===== src/rtl/srl_operand_ser_if.sv =====
// Purpose: operand-in / bit-stream-out bundle for srl_operand_ser.
// Signals:
//   a_in, b_in  W-bit operand pair, sampled on accept
//   in_valid    operand pair is valid
//   in_ready    serializer can take a pair this cycle
//   x, y        current bit of A / B, LSB first
//   bit_valid   x/y carry a live bit
//   first_bit   bit 0 of a word
//   last_bit    bit W-1 of a word
// Modports: master = operand source / bit consumer, slave = serializer.
interface srl_operand_ser_if #(
    parameter int unsigned W = 8
);
    logic [W-1:0] a_in;
    logic [W-1:0] b_in;
    logic         in_valid;
    logic         in_ready;
    logic         x;
    logic         y;
    logic         bit_valid;
    logic         first_bit;
    logic         last_bit;

    modport master (
        output a_in, b_in, in_valid,
        input  in_ready, x, y, bit_valid, first_bit, last_bit
    );

    modport slave (
        input  a_in, b_in, in_valid,
        output in_ready, x, y, bit_valid, first_bit, last_bit
    );
endinterface


===== src/rtl/srl_operand_ser.sv =====
// Purpose: feeder for the bit-serial adder. Accepts a W-bit operand pair over
// valid/ready and emits it LSB first, one bit pair per clock, flagging the
// first and last bit of each word. Back-to-back words stream without a bubble.
// Ports:
//   clk    system clock
//   rst_b  synchronous reset, active low
//   bus    srl_operand_ser_if.slave (operand handshake + serial bit stream)
module srl_operand_ser #(
    parameter int unsigned W = 8
) (
    input  logic              clk,
    input  logic              rst_b,
    srl_operand_ser_if.slave  bus
);
    localparam int unsigned CNT_W = $clog2(W);
    localparam logic [CNT_W-1:0] CNT_LAST = CNT_W'(W - 1);

    typedef enum logic {
        IDLE  = 1'b0,
        SHIFT = 1'b1
    } state_t;

    state_t           state_q, state_d;
    logic [W-1:0]     a_sh_q, a_sh_d;
    logic [W-1:0]     b_sh_q, b_sh_d;
    logic [CNT_W-1:0] cnt_q, cnt_d;
    logic             at_last;
    logic             accept;

    // State and shift registers
    always_ff @(posedge clk) begin
        if (!rst_b) begin
            state_q <= IDLE;
            a_sh_q  <= '0;
            b_sh_q  <= '0;
            cnt_q   <= '0;
        end else begin
            state_q <= state_d;
            a_sh_q  <= a_sh_d;
            b_sh_q  <= b_sh_d;
            cnt_q   <= cnt_d;
        end
    end

    // Next-state, handshake and output decode; x/y come only from registers
    always_comb begin
        state_d       = state_q;
        a_sh_d        = a_sh_q;
        b_sh_d        = b_sh_q;
        cnt_d         = cnt_q;
        bus.x         = 1'b0;
        bus.y         = 1'b0;
        bus.bit_valid = 1'b0;
        bus.first_bit = 1'b0;
        bus.last_bit  = 1'b0;

        at_last      = (state_q == SHIFT) && (cnt_q == CNT_LAST);
        // Ready on the last bit lets the next word follow with no gap
        bus.in_ready = (state_q == IDLE) || at_last;
        accept       = bus.in_valid && bus.in_ready;

        case (state_q)
            IDLE: begin
                if (accept) begin
                    a_sh_d  = bus.a_in;
                    b_sh_d  = bus.b_in;
                    cnt_d   = '0;
                    state_d = SHIFT;
                end
            end
            SHIFT: begin
                bus.x         = a_sh_q[0];
                bus.y         = b_sh_q[0];
                bus.bit_valid = 1'b1;
                bus.first_bit = (cnt_q == '0);
                bus.last_bit  = at_last;
                if (!at_last) begin
                    a_sh_d = a_sh_q >> 1;
                    b_sh_d = b_sh_q >> 1;
                    cnt_d  = cnt_q + CNT_W'(1);
                end else if (accept) begin
                    a_sh_d = bus.a_in;
                    b_sh_d = bus.b_in;
                    cnt_d  = '0;
                end else begin
                    state_d = IDLE;
                end
            end
            default: state_d = IDLE;
        endcase
    end
endmodule


===== src/flat_wrapper.sv =====
// flat-port wrapper written by rule: the top's interface ports become plain ports
module srl_operand_ser_flat 
#(
    parameter int unsigned W = 8
)
  (clk, rst_b, bus_a_in, bus_b_in, bus_in_valid, bus_in_ready, bus_x, bus_y, bus_bit_valid, bus_first_bit, bus_last_bit);
  srl_operand_ser_if #(.W(W)) bus_i ();
  input  logic clk;
  input  logic rst_b;
  input wire logic [$bits(bus_i.a_in)-1:0] bus_a_in;
  input wire logic [$bits(bus_i.b_in)-1:0] bus_b_in;
  input wire logic [$bits(bus_i.in_valid)-1:0] bus_in_valid;
  output wire logic [$bits(bus_i.in_ready)-1:0] bus_in_ready;
  output wire logic [$bits(bus_i.x)-1:0] bus_x;
  output wire logic [$bits(bus_i.y)-1:0] bus_y;
  output wire logic [$bits(bus_i.bit_valid)-1:0] bus_bit_valid;
  output wire logic [$bits(bus_i.first_bit)-1:0] bus_first_bit;
  output wire logic [$bits(bus_i.last_bit)-1:0] bus_last_bit;
  assign bus_i.a_in = bus_a_in;
  assign bus_i.b_in = bus_b_in;
  assign bus_i.in_valid = bus_in_valid;
  assign bus_in_ready = bus_i.in_ready;
  assign bus_x = bus_i.x;
  assign bus_y = bus_i.y;
  assign bus_bit_valid = bus_i.bit_valid;
  assign bus_first_bit = bus_i.first_bit;
  assign bus_last_bit = bus_i.last_bit;
  srl_operand_ser #(.W(W)) u_core (.clk(clk), .rst_b(rst_b), .bus(bus_i));
endmodule

===== config.mk =====
export PLATFORM = sky130hd
export DESIGN_NAME = srl_operand_ser_flat
export DESIGN_NICKNAME = d
export VERILOG_FILES = /design/src/rtl/srl_operand_ser_if.sv /design/src/rtl/srl_operand_ser.sv /design/src/flat_wrapper.sv
export SDC_FILE = /design/constraint.sdc
export NUM_CORES = 1
export LEC_CHECK = 0
export ABC_AREA = 0
export ABC_CLOCK_PERIOD_IN_PS = 1900
export BUFFER_PORTS_ARGS = -buffer_cell sky130_fd_sc_hd__buf_2
export CAP_MARGIN = 20
export CORE_UTILIZATION = 53
export CTS_BUF_LIST = sky130_fd_sc_hd__clkbuf_4
export DETAILED_ROUTE_END_ITERATION = 8
export PLACE_DENSITY = 0.87
export SYNTH_ARGS = -nofsm -noshare
export SYNTH_HDL_FRONTEND = slang
export SYNTH_SLANG_ARGS = --single-unit

===== constraint.sdc =====
create_clock -name clk -period 1.9 [get_ports clk]
set_input_delay 0.095 -clock clk [delete_from_list [all_inputs] [get_ports clk]]
set_output_delay 0.095 -clock clk [all_outputs]
set_load 0.02 [all_outputs]

==> reports/qor.csv <==
metric;value;unit
status;completed;
synth_fp_nets;117;
post_synth_num_cell_types;21;
ys_warn_count;0;
cts_resized;0;
yosys-top-cells-area;dfxtp_1 42%, mux2i_1 17%, a21oi_1 7.3%;
cts_made_buffers;3;
cts_sinks;20;
final.setup_skew;0.008617;ns
finalHoldViolCount;0;
path_max_fanout;32;
synth_top_cell_area_share;0.4172;
globalRouteOverflowTotal;0;
place.gp.congestion;0.7864;
fin_ws;0.1789;ns
fp.dieW;44.55;um
rsz0062_at_grt;no;
nFillCells;149;
slew_violations;0;
holdWs;0.03267;ns
maxSlewHeadroom;0.6563;
dieArea;1985;um^2
grt_use_total;0.1661;
cts_setup_buffers;0;
first_pass_iters;4;
io_pins;25;
core;1708;um^2
yosysSeqAreaShare;0.4172;
power_density;747.1;nW/um^2
yosys.cell_count.top_type;dfxtp_1;
ant_nets;0;
syn_avg_cell_area;10.10;um^2
grt_pass1_vias;569;
critPathRequiredTime;1.80;ns
fp-row-count;15;
layout.nets;140;
synth_edf_count;0;
synthToLayoutAreaGrowth;11.60;%
drcViolationCount;0;
post-place-ws;0.4559;ns
syn_inst;95;
end_kind;primary output;
power_leakage;0.4966;nW
antenna_cells;0;
start_kind;flop;
finalSetupViolations;0;
place.port_buffers;24;
dpl.hpwl;1.076;mm
grt_max_degree;33;
clk_pin_slew;0.11;ns
antenna_found_initial;0;
cts_tree;yes;
async_flop_share;0;
critical_path_class;reg2out;
cts-hold-fix-buffers;0;
netlist_area;959.7;um^2
maxCapViolations;0;
finalWirelength;1.498;mm
fin_crit_sh;0.9059;
vias_per_cell;4.887;
drive_above_1_share;0.3333;
drt_iter0_markers;3;
num_vias;694;
worstPathArrival;1.63;ns
tightest_slew;0.5156;ns
h-tree-depth;1;
ys.flop_type;dfxtp_1;
clk_path_buf_depth;2;
layout_min_cycle_time;1.721;ns
insertion_delay;0.29;ns
grt_pass1_wl;2.387;mm
synth_commonest_cells;20 x dfxtp_1, 16 x mux2i_1, 14 x a21oi_1;
fmax;581.0;MHz
die_height;44.55;um
hold_path.class;in2reg;
cts-root-buf;clkbuf_4;
yosysTopAreaCell;dfxtp_1;
max-vdd-ir-drop;0.4840;mV
synth_seq_cells;20;
initial_core_util;0.5619;
wl_per_cell;10.55;um
finalSetupTns;0;ns
[worst paths after layout]
check	startpoint	end	slack [ns]	cells after the start
min	bus_a_in[7]	u_core.a_sh_q[7]$_SDFF_PN0_	0.03	3
max reg2reg	u_core.cnt_q[0]$_SDFF_PN0_	u_core.b_sh_q[6]$_SDFF_PN0_	0.45	6
min reg2reg	u_core.b_sh_q[4]$_SDFF_PN0_	u_core.b_sh_q[3]$_SDFF_PN0_	0.53	2
max	u_core.cnt_q[0]$_SDFF_PN0_	bus_in_ready	0.18	5
[metal layers]
layer / global-route usage / wire, um / vias to the layer above
met3: 0.02449 / 37 / 2
met2: 0.2471 / 729 / 10
met4: 0.1091 / 18 / 0
li1: - / - / 378
met1: 0.2228 / 712 / 304
met5: 0 / 0 / -
[cell type report]
type	count	area (um^2)	area share
multi-input combinational	66	479.2	0.4474
sequential	20	400.4	0.3738
timing repair buffer	24	120.1	0.1121
tap	25	31.28	0.02921
clock buffer	3	22.52	0.02103
inverter	3	13.76	0.01285
clock inverter	1	3.754	0.003505
[through the flow]
stage	instances	power, mW	instance area [um^2]	utilization
2_1_floorplan	95	0.5850	959.7	-
3_5_place_dp	138	0.6116	1045	0.6117
5_1_grt	142	0.8425	1071	0.6271
6_report	142	0.8002	1071	0.6271
4_1_cts	142	0.8048	1071	0.6271
3_3_place_gp	138	0.6055	1045	0.6117
[placed cells by master, fill, tap and decap left out, drive strengths merged]
| master | Yosys | final |
|---|---|---|
| a21boi | 2 | 2 |
| a21oi | 14 | 14 |
| and2 | 3 | 3 |
| buf | 5 | 24 |
| clkbuf | 1 | 3 |
| clkinv | 0 | 1 |
| dfxtp | 20 | 20 |
| ha | 3 | 3 |
| inv | 3 | 3 |
| mux2i | 16 | 16 |
| nand2 | 4 | 4 |
| nand3b | 1 | 1 |
| nor2 | 4 | 4 |
| nor2b | 1 | 1 |
| nor3 | 1 | 1 |
| o21a | 2 | 2 |
| o21ai | 14 | 14 |
| or3 | 1 | 1 |
[where the power goes]
group / switching, mW / internal (mW)
Sequential: 0.0190 / 0.450
Combinational: 0.0704 / 0.0607
Clock: 0.123 / 0.0763
[state kept, by name, indices dropped and copies added (netlist names)]
signal          flops
u_core.cnt_q        3
u_core.state_q      1
u_core.b_sh_q       8
u_core.a_sh_q       8
[cell families (layout without fill, tap and decap cells)]
logic type,after synthesis,after routing,share of synthesized area
compound gates,32,32,0.2047
flops,20,20,0.4172
mux,16,16,0.1669
simple gates,15,15,0.08865
buf+inv,9,31,0.08345
fa+ha+maj,3,3,0.03912
[critical path, cell delays in order (launching register included)]
cell and delay (ns):
dfxtp_1 0.34, ha_1 0.20, ha_1 0.22, nor2b_4 0.20, inv_4 0.16, buf_2 0.20
Note: power is estimated with default switching activity, not from simulation.
